==> src/rtl/i2c_slave_regfile_if.sv <==
// Byte-level link between the I2C bit front end and the slave register file.
//   slave  modport: used by the register file (takes events/bytes, returns ACK and read data)
//   master modport: used by the front end (or a bench standing in for it)
// Signals:
//   start_det/stop_det  one-cycle START (incl. repeated START) / STOP pulses
//   rx_valid/rx_byte    completed received byte
//   tx_req              front end asks for the next read byte
//   ack_valid/ack       ACK(1)/NACK(0) decision, one cycle after rx_valid
//   tx_valid/tx_byte    read byte, one cycle after tx_req
//   addr_found/addr_index/rw  status of the currently addressed slot
interface i2c_slave_regfile_if #(
    parameter int ADDRESSNUM = 2
);
    localparam int IW = (ADDRESSNUM > 1) ? $clog2(ADDRESSNUM) : 1;

    logic          start_det;
    logic          stop_det;
    logic          rx_valid;
    logic [7:0]    rx_byte;
    logic          tx_req;
    logic          ack_valid;
    logic          ack;
    logic          tx_valid;
    logic [7:0]    tx_byte;
    logic          addr_found;
    logic [IW-1:0] addr_index;
    logic          rw;

    modport slave (
        input  start_det, stop_det, rx_valid, rx_byte, tx_req,
        output ack_valid, ack, tx_valid, tx_byte, addr_found, addr_index, rw
    );

    modport master (
        output start_det, stop_det, rx_valid, rx_byte, tx_req,
        input  ack_valid, ack, tx_valid, tx_byte, addr_found, addr_index, rw
    );
endinterface

==> src/rtl/i2c_slave_regfile.sv <==
// Multi-address I2C slave register file. Matches the address byte against
// ADDRESSNUM 7-bit addresses, serves NBYTES registers per address with a
// register pointer, auto-increment (wrap or saturate) and repeated START.
// Ports:
//   sys_clk, rst      clock, synchronous active-high reset
//   enable            0: NACK every address byte (host port still active)
//   address_list      slot i at bits [7i+6:7i]
//   bus               byte-level front-end link (slave modport)
//   host_we/addr/wdata host write port, flat index slot*NBYTES+reg
//   host_rdata        registered read of host_addr (1-cycle latency)
//   mem_flat          all register bytes, byte k at bits [8k+7:8k]
module i2c_slave_regfile #(
    parameter int ADDRESSNUM = 2,
    parameter int NBYTES     = 2,
    parameter int WRAP       = 1,
    localparam int TOTAL     = ADDRESSNUM * NBYTES,
    localparam int HW        = (TOTAL > 1) ? $clog2(TOTAL) : 1
) (
    input  logic                      sys_clk,
    input  logic                      rst,
    input  logic                      enable,
    input  logic [7*ADDRESSNUM-1:0]   address_list,
    i2c_slave_regfile_if.slave        bus,
    input  logic                      host_we,
    input  logic [HW-1:0]             host_addr,
    input  logic [7:0]                host_wdata,
    output logic [7:0]                host_rdata,
    output logic [8*TOTAL-1:0]        mem_flat
);
    localparam int IW = (ADDRESSNUM > 1) ? $clog2(ADDRESSNUM) : 1;
    localparam int PW = $clog2(NBYTES);
    localparam logic [PW-1:0] LAST = PW'(NBYTES - 1);

    typedef enum logic [2:0] {IDLE, ADDR, PTR, WDATA, RDATA, IGNORE} state_t;

    state_t               state_q, state_d;
    logic [TOTAL-1:0][7:0] mem;
    logic [PW-1:0]        ptr_q, ptr_d;
    // Set once the last register was written with WRAP=0; later bytes are NACKed.
    logic                 full_q, full_d;
    logic                 found_q, found_d;
    logic [IW-1:0]        idx_q, idx_d;
    logic                 rw_q, rw_d;
    logic                 ack_valid_q, ack_valid_d;
    logic                 ack_q, ack_d;
    logic                 tx_valid_q, tx_valid_d;
    logic [7:0]           tx_byte_q, tx_byte_d;
    logic                 bus_we;
    logic [HW-1:0]        bus_addr;
    logic                 match;
    logic [IW-1:0]        match_idx;
    logic                 host_ok;

    assign bus_addr = HW'(idx_q) * HW'(NBYTES) + HW'(ptr_q);
    assign host_ok  = (32'(host_addr) < 32'(TOTAL));
    assign mem_flat = mem;

    // Descending scan so the lowest matching slot overwrites any higher one.
    always_comb begin
        match     = 1'b0;
        match_idx = '0;
        for (int i = ADDRESSNUM - 1; i >= 0; i--) begin
            if (bus.rx_byte[7:1] == address_list[7*i +: 7]) begin
                match     = 1'b1;
                match_idx = IW'(i);
            end
        end
    end

    always_comb begin
        state_d     = state_q;
        ptr_d       = ptr_q;
        full_d      = full_q;
        found_d     = found_q;
        idx_d       = idx_q;
        rw_d        = rw_q;
        ack_valid_d = 1'b0;
        ack_d       = 1'b0;
        tx_valid_d  = 1'b0;
        tx_byte_d   = tx_byte_q;
        bus_we      = 1'b0;

        if (bus.start_det) begin
            state_d = ADDR;
            found_d = 1'b0;
        end else if (bus.stop_det) begin
            state_d = IDLE;
            found_d = 1'b0;
        end else if (bus.rx_valid) begin
            // RDATA swallows stray bytes silently; every other state answers.
            ack_valid_d = (state_q != RDATA);
            case (state_q)
                ADDR: begin
                    if (match && enable) begin
                        ack_d   = 1'b1;
                        found_d = 1'b1;
                        idx_d   = match_idx;
                        rw_d    = bus.rx_byte[0];
                        state_d = bus.rx_byte[0] ? RDATA : PTR;
                    end else begin
                        state_d = IGNORE;
                    end
                end
                PTR: begin
                    if ({1'b0, bus.rx_byte} < 9'(NBYTES)) begin
                        ack_d   = 1'b1;
                        ptr_d   = bus.rx_byte[PW-1:0];
                        full_d  = 1'b0;
                        state_d = WDATA;
                    end else begin
                        state_d = IGNORE;
                    end
                end
                WDATA: begin
                    if (!full_q) begin
                        bus_we = 1'b1;
                        ack_d  = 1'b1;
                        if (ptr_q == LAST) begin
                            if (WRAP != 0) ptr_d  = '0;
                            else           full_d = 1'b1;
                        end else begin
                            ptr_d = ptr_q + PW'(1);
                        end
                    end
                end
                default: ;
            endcase
        end else if (bus.tx_req) begin
            tx_valid_d = 1'b1;
            if (state_q == RDATA) begin
                tx_byte_d = mem[bus_addr];
                if (ptr_q == LAST) begin
                    if (WRAP != 0) ptr_d = '0;
                end else begin
                    ptr_d = ptr_q + PW'(1);
                end
            end else begin
                tx_byte_d = 8'hFF;
            end
        end
    end

    always_ff @(posedge sys_clk) begin
        if (rst) begin
            state_q     <= IDLE;
            ptr_q       <= '0;
            full_q      <= 1'b0;
            found_q     <= 1'b0;
            idx_q       <= '0;
            rw_q        <= 1'b0;
            ack_valid_q <= 1'b0;
            ack_q       <= 1'b0;
            tx_valid_q  <= 1'b0;
            tx_byte_q   <= 8'h00;
        end else begin
            state_q     <= state_d;
            ptr_q       <= ptr_d;
            full_q      <= full_d;
            found_q     <= found_d;
            idx_q       <= idx_d;
            rw_q        <= rw_d;
            ack_valid_q <= ack_valid_d;
            ack_q       <= ack_d;
            tx_valid_q  <= tx_valid_d;
            tx_byte_q   <= tx_byte_d;
        end
    end

    // Bus write is issued after the host write so it wins on a same-byte collision.
    always_ff @(posedge sys_clk) begin
        if (rst) begin
            mem        <= '0;
            host_rdata <= 8'h00;
        end else begin
            if (host_we && host_ok) mem[host_addr] <= host_wdata;
            if (bus_we)             mem[bus_addr]  <= bus.rx_byte;
            host_rdata <= host_ok ? mem[host_addr] : 8'h00;
        end
    end

    assign bus.ack_valid  = ack_valid_q;
    assign bus.ack        = ack_q;
    assign bus.tx_valid   = tx_valid_q;
    assign bus.tx_byte    = tx_byte_q;
    assign bus.addr_found = found_q;
    assign bus.addr_index = idx_q;
    assign bus.rw         = rw_q;
endmodule

==> src/flat_wrapper.sv <==
// flat-port wrapper written by rule: the top's interface ports become plain ports
module i2c_slave_regfile_flat 
#(
    parameter int ADDRESSNUM = 2,
    parameter int NBYTES     = 2,
    parameter int WRAP       = 1,
    localparam int TOTAL     = ADDRESSNUM * NBYTES,
    localparam int HW        = (TOTAL > 1) ? $clog2(TOTAL) : 1
)
  (sys_clk, rst, enable, address_list, host_we, host_addr, host_wdata, host_rdata, mem_flat, bus_start_det, bus_stop_det, bus_rx_valid, bus_rx_byte, bus_tx_req, bus_ack_valid, bus_ack, bus_tx_valid, bus_tx_byte, bus_addr_found, bus_addr_index, bus_rw);
  i2c_slave_regfile_if #(.ADDRESSNUM(ADDRESSNUM)) bus_i ();
  input  logic sys_clk;
  input  logic rst;
  input  logic enable;
  input  logic [7*ADDRESSNUM-1:0] address_list;
  input  logic host_we;
  input  logic [HW-1:0] host_addr;
  input  logic [7:0] host_wdata;
  output logic [7:0] host_rdata;
  output logic [8*TOTAL-1:0] mem_flat;
  input wire logic [$bits(bus_i.start_det)-1:0] bus_start_det;
  input wire logic [$bits(bus_i.stop_det)-1:0] bus_stop_det;
  input wire logic [$bits(bus_i.rx_valid)-1:0] bus_rx_valid;
  input wire logic [$bits(bus_i.rx_byte)-1:0] bus_rx_byte;
  input wire logic [$bits(bus_i.tx_req)-1:0] bus_tx_req;
  output wire logic [$bits(bus_i.ack_valid)-1:0] bus_ack_valid;
  output wire logic [$bits(bus_i.ack)-1:0] bus_ack;
  output wire logic [$bits(bus_i.tx_valid)-1:0] bus_tx_valid;
  output wire logic [$bits(bus_i.tx_byte)-1:0] bus_tx_byte;
  output wire logic [$bits(bus_i.addr_found)-1:0] bus_addr_found;
  output wire logic [$bits(bus_i.addr_index)-1:0] bus_addr_index;
  output wire logic [$bits(bus_i.rw)-1:0] bus_rw;
  assign bus_i.start_det = bus_start_det;
  assign bus_i.stop_det = bus_stop_det;
  assign bus_i.rx_valid = bus_rx_valid;
  assign bus_i.rx_byte = bus_rx_byte;
  assign bus_i.tx_req = bus_tx_req;
  assign bus_ack_valid = bus_i.ack_valid;
  assign bus_ack = bus_i.ack;
  assign bus_tx_valid = bus_i.tx_valid;
  assign bus_tx_byte = bus_i.tx_byte;
  assign bus_addr_found = bus_i.addr_found;
  assign bus_addr_index = bus_i.addr_index;
  assign bus_rw = bus_i.rw;
  i2c_slave_regfile #(.ADDRESSNUM(ADDRESSNUM), .NBYTES(NBYTES), .WRAP(WRAP)) u_core (.sys_clk(sys_clk), .rst(rst), .enable(enable), .address_list(address_list), .bus(bus_i), .host_we(host_we), .host_addr(host_addr), .host_wdata(host_wdata), .host_rdata(host_rdata), .mem_flat(mem_flat));
endmodule
==> config.mk <==
export PLATFORM = sky130hd
export DESIGN_NAME = i2c_slave_regfile_flat
export DESIGN_NICKNAME = d
export VERILOG_FILES = /design/src/rtl/i2c_slave_regfile_if.sv /design/src/rtl/i2c_slave_regfile.sv /design/src/flat_wrapper.sv
export SDC_FILE = /design/constraint.sdc
export NUM_CORES = 1
export LEC_CHECK = 0
export CORE_MARGIN = 8
export CORE_UTILIZATION = 42
export DETAILED_ROUTE_END_ITERATION = 12
export GPL_TIMING_DRIVEN = 0
export HOLD_SLACK_MARGIN = 0.12
export PLACE_DENSITY = 0.72
export SLEW_MARGIN = 25
export SYNTH_ARGS = -nofsm -noshare
export SYNTH_HDL_FRONTEND = slang
export SYNTH_SLANG_ARGS = --single-unit
==> constraint.sdc <==
create_clock -name sys_clk -period 1.7 [get_ports sys_clk]
set_clock_uncertainty 0.1 [all_clocks]
set_input_delay 0.17 -clock sys_clk [delete_from_list [all_inputs] [get_ports sys_clk]]
set_output_delay 0.17 -clock sys_clk [all_outputs]
set_load 0.02 [all_outputs]
### Word-level counts from Yosys, hierarchy flattened

Index checks and enable logic that the tools add are counted.

* add/sub/neg operators: 2
* $lt $le $gt $ge: 5
* eq/ne operators: 11
* mux-type cells: 43
* bitwise logic cells: 3
* reduce and logical (&&, ||, !) cells: 19

Operators with widths (count)
* $mux 32: 3
* $bwmux 32: 2
* $mux 8: 5
* $bmux 8 s2: 2
* $demux 8 s2: 2
* $mux 1: 22
* $eq 7x7->1: 2
* $reduce_and 5->1: 2
* $mux 3: 3
* $lt 8x2->1 const B: 1
* $reduce_bool 2->1: 4
* $reduce_or 4->1: 2
* $reduce_and 7->1: 1
* $eq 3x2->1 const B: 2
* $lt 2x3->1 const B: 2
* $ne 3x3->1 const B: 2
* $pmux 3 s2: 1
* $ge 2x1->1 const B: 2
* $pmux 1 s2: 2
* $reduce_and 2->1: 2
* $reduce_and 4->1: 1
* $reduce_bool 4->1: 1
* $eq 3x1->1 const B: 1
* $eq 3x3->1 const B: 1
* 11 further kinds: 15

* flip-flop bits (word level): 59
* input bits: 40

### Logic depth before layout (Yosys ltp)

* depth in word-level cells: 9
* depth in mapped cells: 8

### Worst setup path before layout

Ideal clock, no wire load.

* path type: reg2reg
* from: reg u_core.state_q[0]
* to: reg u_core.mem, in the netlist u_core.mem_flat[1]
* library setup time: 136 ps
* arrival: 1613 ps
* data required time: 1464 ps
* slack: -149 ps
* cell stages (with the launch flop): 9
* path buffers: 3
* cells stage by stage: dfxtp_1 > and3b_1 > and3_1 > buf_4 > or3b_1 > buf_6 > buf_6 > nor2_1 > a211oi_2

* longest elaborated chain between the ends: 6

RTL lines
* start, declared: RTL line i2c_slave_regfile.sv:36 `state_t state_q, state_d;`
* start signal, assigned: RTL line i2c_slave_regfile.sv:156 `state_q <= state_d;`
* $eq 3x2->1: RTL line i2c_slave_regfile.sv:92 `case (state_q)`
* $mux 1: RTL line i2c_slave_regfile.sv:92
* $mux 1: RTL line i2c_slave_regfile.sv:89 `end else if (bus.rx_valid) begin`
* $mux 1: RTL line i2c_slave_regfile.sv:86 `end else if (bus.stop_det) begin`
* $mux 1: RTL line i2c_slave_regfile.sv:83 `if (bus.start_det) begin`
* $mux 32: RTL line i2c_slave_regfile.sv:176 `if (bus_we) mem[bus_addr] <= bus.rx_byte;`
* end signal, assigned by index: RTL line i2c_slave_regfile.sv:175 `if (host_we && host_ok) mem[host_addr] <= host_wdata;`
* end signal, assigned by index: RTL line i2c_slave_regfile.sv:176
* end, declared: RTL line i2c_slave_regfile.sv:37 `logic [TOTAL-1:0][7:0] mem;`

Every way passes these cells.
A chain may end at the register's enable or synchronous reset.

### Worst setup path after layout

* from: in bus_rx_valid
* to: reg u_core.mem, in the netlist u_core.mem_flat[0]

* longest elaborated chain between the ends: 4

RTL lines
* start, declared: RTL line flat_wrapper.sv:23 `input wire logic [$bits(bus_i.rx_valid)-1:0] bus_rx_valid;`
* $mux 1: RTL line i2c_slave_regfile.sv:89
* $mux 1: RTL line i2c_slave_regfile.sv:86
* $mux 1: RTL line i2c_slave_regfile.sv:83
* $mux 32: RTL line i2c_slave_regfile.sv:176

Every way passes these cells.

==> metrics.md <==
| Metric | Value |
|---|---|
| Status | `finished with violations` |
| Violations in the final reports | `negative setup slack` |
| Wire per inst | `19.5 um` |
| Site Rows | `31` |
| First-pass GRT wire length | `15100 um` |
| Final WL | `9840 um` |
| Yosys Warn Count | `0` |
| Core area | `7140 um2` |
| Syn Area/Cell | `10.2 um2` |
| Area growth syn-to-layout | `50.7%` |
| Maximum VDD drop | `541 uV` |
| Synth async-reset ratio | `0%` |
| Worst EP required | `1.80 ns` |
| Layout fillers | `606` |
| Ant diodes | `0` |
| Post-route setup slack | `-0.0580 ns` |
| Slew Limit Fails | `0` |
| Ports | `94` |
| RSZ-0062 raised after global routing | `yes` |
| Port bufs | `85` |
| Crit Path Max Fanout | `5` |
| 1st-pass router iterations | `6` |
| Period minus WS final | `1.76 ns` |
| Worst slew pin tran | `0.658 ns` |
| Seq cells post-synth | `58` |
| Max-cap viol count | `0` |
| Crit. End Element | `flop` |
| Worst hold path cell count | `3` |
| Initial antenna violation count | `0` |
| Netlist cell types | `36` |
| Clock-pin transition on the worst setup and hold timing paths | `0.07 ns` |
| # DRC | `0` |
| Final hold vios | `0` |
| Non-Filler Instances | `504` |
| Htree depth | `3` |
| Placed insts | `482` |
| Post-route ant nets | `0` |
| Gr usage total | `19.5%` |
| Largest net degree at the start of global routing | `11` |
| Tot Pwr | `3680 uW` |
| Longest Clk Path Bufs | `2` |
| Ratio of cells with drive above 1 in the final layout | `24.4%` |
| Leakage | `0.00176 uW` |
| Startpoint types | `input pin` |
| Hold worst-path end | `u_core.bus.rw` |
| Root Buffer | `clkbuf_8` |
| Starting Density | `42.6%` |
| Arr. time, crit path | `1.86 ns` |
| Vias in the first global route | `2832` |
| # nets final | `440` |
| Cell area after synthesis | `3040 um2` |
| CTS tree | `yes` |
| Seq/Total Area, Yosys | `38.2%` |
| Primary FF master, synth | `dfxtp_1` |
| Post-synth EDFFs | `0` |
| Reg2reg path depth | `7` |
| Hold path start | `bus_rx_byte[0]` |
| Die X | `101 um` |
| Fin area | `4580 um2` |
| Synthesized instance count | `298` |
| DRT iter0 DRCs | `133` |
| Top cell type's share of synthesized area | `38.2%` |
| RR Endpoint | `u_core.mem_flat[0]` |
| Total gr overflow | `0` |
| GPL Wtd Cong | `0.875` |
| Via count | `2790` |
| Total CTS buffers | `9` |
| Clock Sink Count | `58` |
| PD cells | `805 nW/um2` |
| WS Path Type | `input pin to flop` |
| Die ar. | `10200 um2` |
| Reg-to-reg startpoint | `u_core.state_q[2]` |
| Hold Path Class | `input pin to flop` |
| Detailed placer's ending HPWL | `7000 um` |
| Synth area leaders | `dfxtp_1 (38%), mux4_2 (12%), mux2i_1 (11%), a211oi_1 (6.4%), nor2_1 (4.4%)` |
| Relative slew slack | `56.1%` |
| Yosys top cell by area | `dfxtp_1` |
| Reg2reg setup slack | `-0.05 ns` |
| Die height | `101 um` |
| Syn Nets | `338` |
| Worst-Skew Late Latency | `0.34 ns` |
| Via/cell ratio | `5.54` |
| Final setup fails | `11` |
| Max Clk Rate | `0.569 GHz` |
| Final worst path period share | `103%` |
| Placed inst area | `4040 um2` |
-- synthesized netlist by cell type, drive strengths merged (5+ instances only) --
| cell | n |
|---|---|
| buf | 13 |
| dfxtp | 58 |
| clkbuf | 16 |
| mux4 | 16 |
| xor2 | 6 |
| nand2 | 9 |
| a211oi | 34 |
| o221a | 8 |
| xnor2 | 8 |
| inv | 5 |
| and2 | 11 |
| a21oi | 8 |
| nor2 | 36 |
| mux2i | 33 |
-- cell families (layout without fill, tap and decap cells) --
logic type / Yosys count / after routing / share of synthesized area (%)
and+or+nand+nor: 82 / 82 / 13.5
AOI/OAI and AO/OA: 61 / 61 / 16.5
buffers and inverters: 34 / 141 / 5.02
DFF: 58 / 58 / 38.2
muxes: 49 / 49 / 22.7
xor gates and xnor gates: 14 / 14 / 4.04
-- cells in the final DEF, fill, tap and decap left out, types with 10 or more instances in the layout --
master            n
dfxtp_1          55
mux2i_1          33
and2_1           11
a211oi_2         12
clkbuf_8         10
clkdlybuf4s50_1  83
clkbuf_1         12
a211oi_1         22
nor2_1           22
mux4_2           16
-- state kept, by name, summed over array words and instances, names as in the netlist --
register	cells
u_core.bus.tx_byte	8
u_core.ptr_q	1
u_core.host_rdata	8
u_core.mem_flat	32
u_core.bus.addr_found	1
u_core.bus.ack_valid	1
u_core.bus.ack	1
u_core.state_q	3
u_core.bus.rw	1
u_core.bus.addr_index	1
u_core.bus.tx_valid	1
-- final cells by class --
cell class                 count  area [um2]  area share, %
timing repair buffer          95         971           21.2
sequential                    58        1170           25.5
clock inverter                 5         125           2.73
inverter                       5        18.8          0.410
buffer                        25         154           3.36
clock buffer                  11         141           3.09
multi-input combinational    206        1880           41.0
tap                           99         124           2.71
-- where the power goes --
part / internal, uW / total (uW) / switching (uW)
clock network: 1160 / 1730 / 571
registers: 1400 / 1440 / 35.9
logic: 257 / 515 / 258
-- worst max-delay path by stage --
stage                                  from                   to  slack, ns  cells past startpoint
after floorplan           u_core.state_q[2]   u_core.mem_flat[1]      -0.05                      8
after global placement         host_addr[1]  u_core.mem_flat[26]      -0.77                      5
after detailed placement       host_addr[1]  u_core.mem_flat[25]      -0.86                      5
after CTS                 u_core.state_q[2]   u_core.mem_flat[7]      -0.08                      6
after global routing      u_core.state_q[2]   u_core.mem_flat[5]      -0.10                      7
final                          bus_rx_valid   u_core.mem_flat[0]      -0.06                      8
-- per-stage QoR --
stage | hold WS (ns) | setup TNS, ns | setup WS [ns] | utilization [%]
CTS | 0.137 | -0.450 | -0.0838 | 62.6
global placement | 0.348 | -28.25 | -0.770 | 56.6
finish | 0.167 | -0.413 | -0.0580 | 64.1
global route | 0.210 | -1.60 | -0.104 | 64.1
floorplan | 0.184 | -0.330 | -0.0494 | -
detailed placement | 0.355 | -30.45 | -0.857 | 56.6
-- critical path: stages --
cell and delay, ns:
clkdlybuf4s50_1 0.51, and3b_2 0.22, and3_4 0.19, or3b_1 0.36, buf_6 0.15, buf_12 0.14
nor2_4 0.07, a211oi_2 0.05
-- per-layer routing --
metal / wire (um) / GRT usage, % / up-vias
li1: - / - / 1318
met1: 4050 / 22.7 / 1331
met2: 4870 / 33.4 / 132
met3: 795 / 4.28 / 9
met4: 123 / 8.71 / 0
met5: 0 / 0 / -
-- what timing repair did --
item / CTS / global route
cloned: 1 / 1
gates resized for setup: 29 / 30
pin swaps: 7 / 12
hold buffers: 0 / 0
setup endpoints to repair: 45 / 40
buffers inserted: 8 / 0
(Power assumes the default switching activity.)
